--- src/rtl/bcd_compare_seq.sv ---
// bcd_compare_seq
//   Sequential magnitude comparator for two unsigned packed-BCD operands of
//   DIGITS digits. Operands are latched on start and scanned one digit per
//   clock from the most significant digit down. The scan stops at the first
//   differing digit, or at digit 0 when all digits match. A non-BCD nibble
//   (value > 9) in either operand ends the scan after one cycle with only
//   'invalid' set.
//
// Ports
//   clk        rising-edge clock
//   rst        asynchronous, active-high reset
//   start_i    request, sampled only while idle (busy_o = 0)
//   a_i, b_i   packed BCD operands, digit DIGITS-1 in the top nibble
//   busy_o     comparison in progress
//   done_o     one-cycle pulse; flags are valid from this cycle on
//   a_gt_b_o   A >  B
//   a_eq_b_o   A == B
//   a_lt_b_o   A <  B
//   a_ge_b_o   A >= B
//   invalid_o  a nibble of A or B was greater than 9
//
// State table
//   IDLE | waiting for start; result flags hold the last outcome
//   SCAN | comparing digit idx of the latched operands
module bcd_compare_seq #(
  parameter int DIGITS = 4
) (
  input  logic                  clk,
  input  logic                  rst,
  input  logic                  start_i,
  input  logic [4*DIGITS-1:0]   a_i,
  input  logic [4*DIGITS-1:0]   b_i,
  output logic                  busy_o,
  output logic                  done_o,
  output logic                  a_gt_b_o,
  output logic                  a_eq_b_o,
  output logic                  a_lt_b_o,
  output logic                  a_ge_b_o,
  output logic                  invalid_o
);

  localparam int W     = 4 * DIGITS;
  localparam int IDX_W = (DIGITS > 1) ? $clog2(DIGITS) : 1;
  localparam logic [IDX_W-1:0] IDX_TOP = IDX_W'(DIGITS - 1);

  typedef enum logic {
    IDLE = 1'b0,
    SCAN = 1'b1
  } state_t;

  state_t             state_q;
  logic [W-1:0]       a_q;
  logic [W-1:0]       b_q;
  logic               inv_q;
  logic [IDX_W-1:0]   idx_q;
  logic               busy_q;
  logic               done_q;
  logic               gt_q;
  logic               eq_q;
  logic               lt_q;
  logic               ge_q;
  logic               invalid_q;

  logic [3:0]         dig_a;
  logic [3:0]         dig_b;
  logic               inv_in;

  function automatic logic has_non_bcd(input logic [W-1:0] v);
    logic r;
    r = 1'b0;
    for (int i = 0; i < DIGITS; i++) begin
      r = r | (v[i*4 +: 4] > 4'd9);
    end
    return r;
  endfunction

  assign inv_in = has_non_bcd(a_i) | has_non_bcd(b_i);

  // idx_q never exceeds DIGITS-1, so the slice stays inside the operand.
  assign dig_a = a_q[{idx_q, 2'b00} +: 4];
  assign dig_b = b_q[{idx_q, 2'b00} +: 4];

  always_ff @(posedge clk or posedge rst) begin
    if (rst) begin
      state_q   <= IDLE;
      a_q       <= '0;
      b_q       <= '0;
      inv_q     <= 1'b0;
      idx_q     <= IDX_TOP;
      busy_q    <= 1'b0;
      done_q    <= 1'b0;
      gt_q      <= 1'b0;
      eq_q      <= 1'b0;
      lt_q      <= 1'b0;
      ge_q      <= 1'b0;
      invalid_q <= 1'b0;
    end else begin
      done_q <= 1'b0;
      case (state_q)
        IDLE: begin
          if (start_i) begin
            a_q     <= a_i;
            b_q     <= b_i;
            inv_q   <= inv_in;
            idx_q   <= IDX_TOP;
            busy_q  <= 1'b1;
            state_q <= SCAN;
          end
        end
        SCAN: begin
          if (inv_q) begin
            invalid_q <= 1'b1;
            gt_q      <= 1'b0;
            eq_q      <= 1'b0;
            lt_q      <= 1'b0;
            ge_q      <= 1'b0;
            done_q    <= 1'b1;
            busy_q    <= 1'b0;
            state_q   <= IDLE;
          end else if (dig_a > dig_b) begin
            invalid_q <= 1'b0;
            gt_q      <= 1'b1;
            eq_q      <= 1'b0;
            lt_q      <= 1'b0;
            ge_q      <= 1'b1;
            done_q    <= 1'b1;
            busy_q    <= 1'b0;
            state_q   <= IDLE;
          end else if (dig_a < dig_b) begin
            invalid_q <= 1'b0;
            gt_q      <= 1'b0;
            eq_q      <= 1'b0;
            lt_q      <= 1'b1;
            ge_q      <= 1'b0;
            done_q    <= 1'b1;
            busy_q    <= 1'b0;
            state_q   <= IDLE;
          end else if (idx_q == '0) begin
            invalid_q <= 1'b0;
            gt_q      <= 1'b0;
            eq_q      <= 1'b1;
            lt_q      <= 1'b0;
            ge_q      <= 1'b1;
            done_q    <= 1'b1;
            busy_q    <= 1'b0;
            state_q   <= IDLE;
          end else begin
            idx_q <= idx_q - IDX_W'(1);
          end
        end
        default: begin
          state_q <= IDLE;
          busy_q  <= 1'b0;
        end
      endcase
    end
  end

  assign busy_o    = busy_q;
  assign done_o    = done_q;
  assign a_gt_b_o  = gt_q;
  assign a_eq_b_o  = eq_q;
  assign a_lt_b_o  = lt_q;
  assign a_ge_b_o  = ge_q;
  assign invalid_o = invalid_q;

endmodule

--- config.mk ---
export PLATFORM = sky130hd
export DESIGN_NAME = bcd_compare_seq
export DESIGN_NICKNAME = d
export VERILOG_FILES = /design/src/rtl/bcd_compare_seq.sv
export SDC_FILE = /design/constraint.sdc
export NUM_CORES = 1
export LEC_CHECK = 0
export CORE_ASPECT_RATIO = 0.7
export CORE_MARGIN = 1.5
export CORE_UTILIZATION = 51
export CTS_CLUSTER_SIZE = 30
export DETAILED_ROUTE_END_ITERATION = 16
export PLACE_DENSITY = 0.83
export SYNTH_ARGS = -nofsm -noshare
export SYNTH_HDL_FRONTEND = slang
export SYNTH_SLANG_ARGS = --single-unit
--- constraint.sdc ---
create_clock -name clk -period 3 [get_ports clk]
set_input_delay 0.3 -clock clk [delete_from_list [all_inputs] [get_ports clk]]
set_output_delay 0.3 -clock clk [all_outputs]
set_load 0.1 [all_outputs]
==> run_results.csv <==
group,metric,value,unit
clock_network,tritoncts,"done",
timing,hold_violations,0,
drt,drtAntennaViolNets,0,
timing,fin_skew,0.00621,ns
worst_setup_path,cp-end-kind,"flop",
finish,nNetsFinal,236,
clock_network,clockBufferDepth,2,
yosys,synth_ff_type,"dfrtp_1",
grt,grt_first_pass_wirelength,6.96,mm
yosys,yosysMostFrequentCell,"dfrtp_1",
floorplan,rows,19,
yosys,yosys-top-cells-count,"dfrtp_1 (41), mux2_2 (32), o21ai_0 (13)",
yosys,yosysTopAreaCell,"dfrtp_1",
grt,grt.total_usage,21.1,%
finish,utilization,66.9,%
drt,drt-met1-wl,1.87,mm
floorplan,die-width,78.9,microns
drt,vias,1365,
yosys,ys_seq_area_share,52.5,%
finish,layout-drive-gt1-share,31.5,%
yosys,synth-edff-count,0,
drt,drt_iter0_drc,65,
yosys,syn_nets,192,
drt,dr_wl_met2,1.84,mm
yosys,synthTopCellsByArea,"dfrtp_1 (50%), mux2_2 (18%), mux4_2 (8.8%)",
drt,drc,0,
yosys,yosysTopAreaCellShare,49.9,%
finish,final_cell_area,2610,sq um
yosys,syn_inst,152,
pwr,power.density,722,nW/um^2
floorplan,die_area,4430,sq um
clock_network,cts-root-buf,"clkbuf_8",
placement,portBuffers,41,
grt,antenna_found_initial,0,
grt,grt_overflow,0,
clock_network,htreeDepth,2,
worst_setup_path,crit_required,3.20,ns
clock_network,clock-sinks,43,
yosys,syn_area,2060,sq um
finish,reg_top3,"a_q (16), b_q (16), idx_q (2)",
job,cap_violations,0,
timing,timing.fmax,0.368,GHz
drt,dr_wl_met3,206,microns
finish,syn_to_final_growth,26.8,%
grt,grt_pass1_vias,1463,
clock_network,clock_latency,0.30,ns
timing,slew_violations,0,
placement,gp_congestion,0.870,
grt,grt_max_degree,44,
hold_path,hp-class,"in -> async",
finish,multiInputGateArea,905,sq um
drt,top_layer,"met4",
status,status,"complete, no violations",
drt,wl,4.02,mm
worst_setup_path,crit_type,"reg -> reg",
drt,wl_per_cell,16.1,microns
floorplan,core,3900,sq um
timing,rsz0062_at_grt,"false",
worst_setup_path,crit_fanout,11,
yosys,syn_area_per_cell,13.5,sq um
yosys,async_flop_share,100,%
clock_network,cts_hold_buf,0,
floorplan,start_util,52.7,%
finish,fillerInstances,300,
drt,viasPerCell,5.48,
worst_setup_path,cp.arrival,2.91,ns
floorplan,dieHeight,56.1,microns
timing,fin_crit_sh,90.6,%
pwr,leakage,1.12,nW
timing,hold_slack,0.431,ns
placement,dp.final_hpwl,3.01,mm
finish,antennaDiodeCount,0,
pwr,p_total,1.88,mW
clock_network,ctsResizeCount,0,
timing,setup_tns,0,ns
timing,tightest_slew,0.961,ns
timing,fin_crit,2.72,ns
timing,slew-limit-headroom,35.7,%
clock_network,post_cts_buffers,0,
yosys,synthDistinctLibCells,29,
timing,setup_viol,0,
clock_network,clkTransAtPathRegs,0.08,ns
finish,register_area,1080,sq um
yosys,synth_warnings,0,
floorplan,pin_count,42,
worst_setup_path,start_kind,"flop",
yosys,yosys_register_bits,43,
placement,placed_cell_area,2510,sq um
pwr,peakVddDrop,0.000504,V
clock_network,cts_buffers,5,
drt,firstDrtPassIters,4,
## power by group
part	leakage [nW]	internal (mW)	switching, mW
registers	0.506	0.696	0.0853
clock network	0.0515	0.210	0.195
logic	0.562	0.291	0.406
## area by class of cell
cell class	instances	share of cell area (%)
Sequential cell	43	41.4
Multi-Input combinational cell	91	34.7
Timing Repair Buffer	44	16.0
Clock buffer	8	3.84
Tap cell	52	2.50
Inverter	11	1.58
## routing by layer
layer  vias to the layer above  global-route usage [%]
li1                        645                       -
met1                       670                    28.4
met2                        38                    32.0
met3                        12                    5.90
met4                         0                    9.77
met5                         -                       0
## cells in the final DEF, fill, tap and decap left out, drive strengths merged
master | synthesis | final
nor2b | 2 | 2
clkdlybuf4s50 | 0 | 35
dfrtp | 41 | 41
o21ai | 14 | 14
nand2 | 4 | 4
nor3 | 1 | 1
o2bb2ai | 1 | 1
o2111a | 1 | 1
a31oi | 1 | 1
mux2i | 1 | 1
and3 | 1 | 1
dfstp | 2 | 2
or3 | 1 | 1
o311ai | 1 | 1
o21a | 1 | 1
mux4 | 8 | 8
buf | 6 | 9
nor3b | 1 | 1
or2 | 1 | 1
ha | 5 | 5
clkbuf | 1 | 8
a21o | 2 | 2
nand4 | 3 | 3
mux2 | 32 | 32
a22o | 2 | 2
inv | 11 | 11
nor2 | 2 | 2
and4 | 1 | 1
a21oi | 5 | 5
## worst paths after layout
| path | start | endpoint | slack, ns | cells after the start |
|---|---|---|---|---|
| max | idx_q[0] | a_lt_b_o | 0.28 | 6 |
| min | rst | invalid_o | 0.43 | 3 |
| min reg2reg | busy_o | busy_o | 0.49 | 1 |
| max reg2reg | idx_q[0] | a_lt_b_o | 0.28 | 6 |
| max in group asynchronous | rst | idx_q[0] | 2.21 | 3 |
| min in group clk | busy_o | busy_o | 0.49 | 1 |
## cell families after synthesis
logic type                 after synthesis  synth area share (%)
and+or+nand+nor                         17                  4.93
buffers and inverters                   18                  3.65
DFF                                     43                  52.5
adders and majority gates                5                  3.04
AOI/OAI and AO/OA                       28                  9.13
muxes                                   41                  26.8
## critical path, stage by stage, from the launching register on
cell and delay, ns:
dfstp_2 0.71, mux4_2 0.55, ha_1 0.39, a21o_1 0.23
o311ai_4 0.31, o21ai_1 0.16, a22o_1 0.26
## per-stage QoR
stage               instances  worst slack [ns]
finish                    249             0.281
global route              249             0.117
CTS                       249             0.277
detailed placement        241             0.294
global placement          241             0.354
floorplan                 152             0.401
No activity file was read; power rests on OpenSTA's default activity.
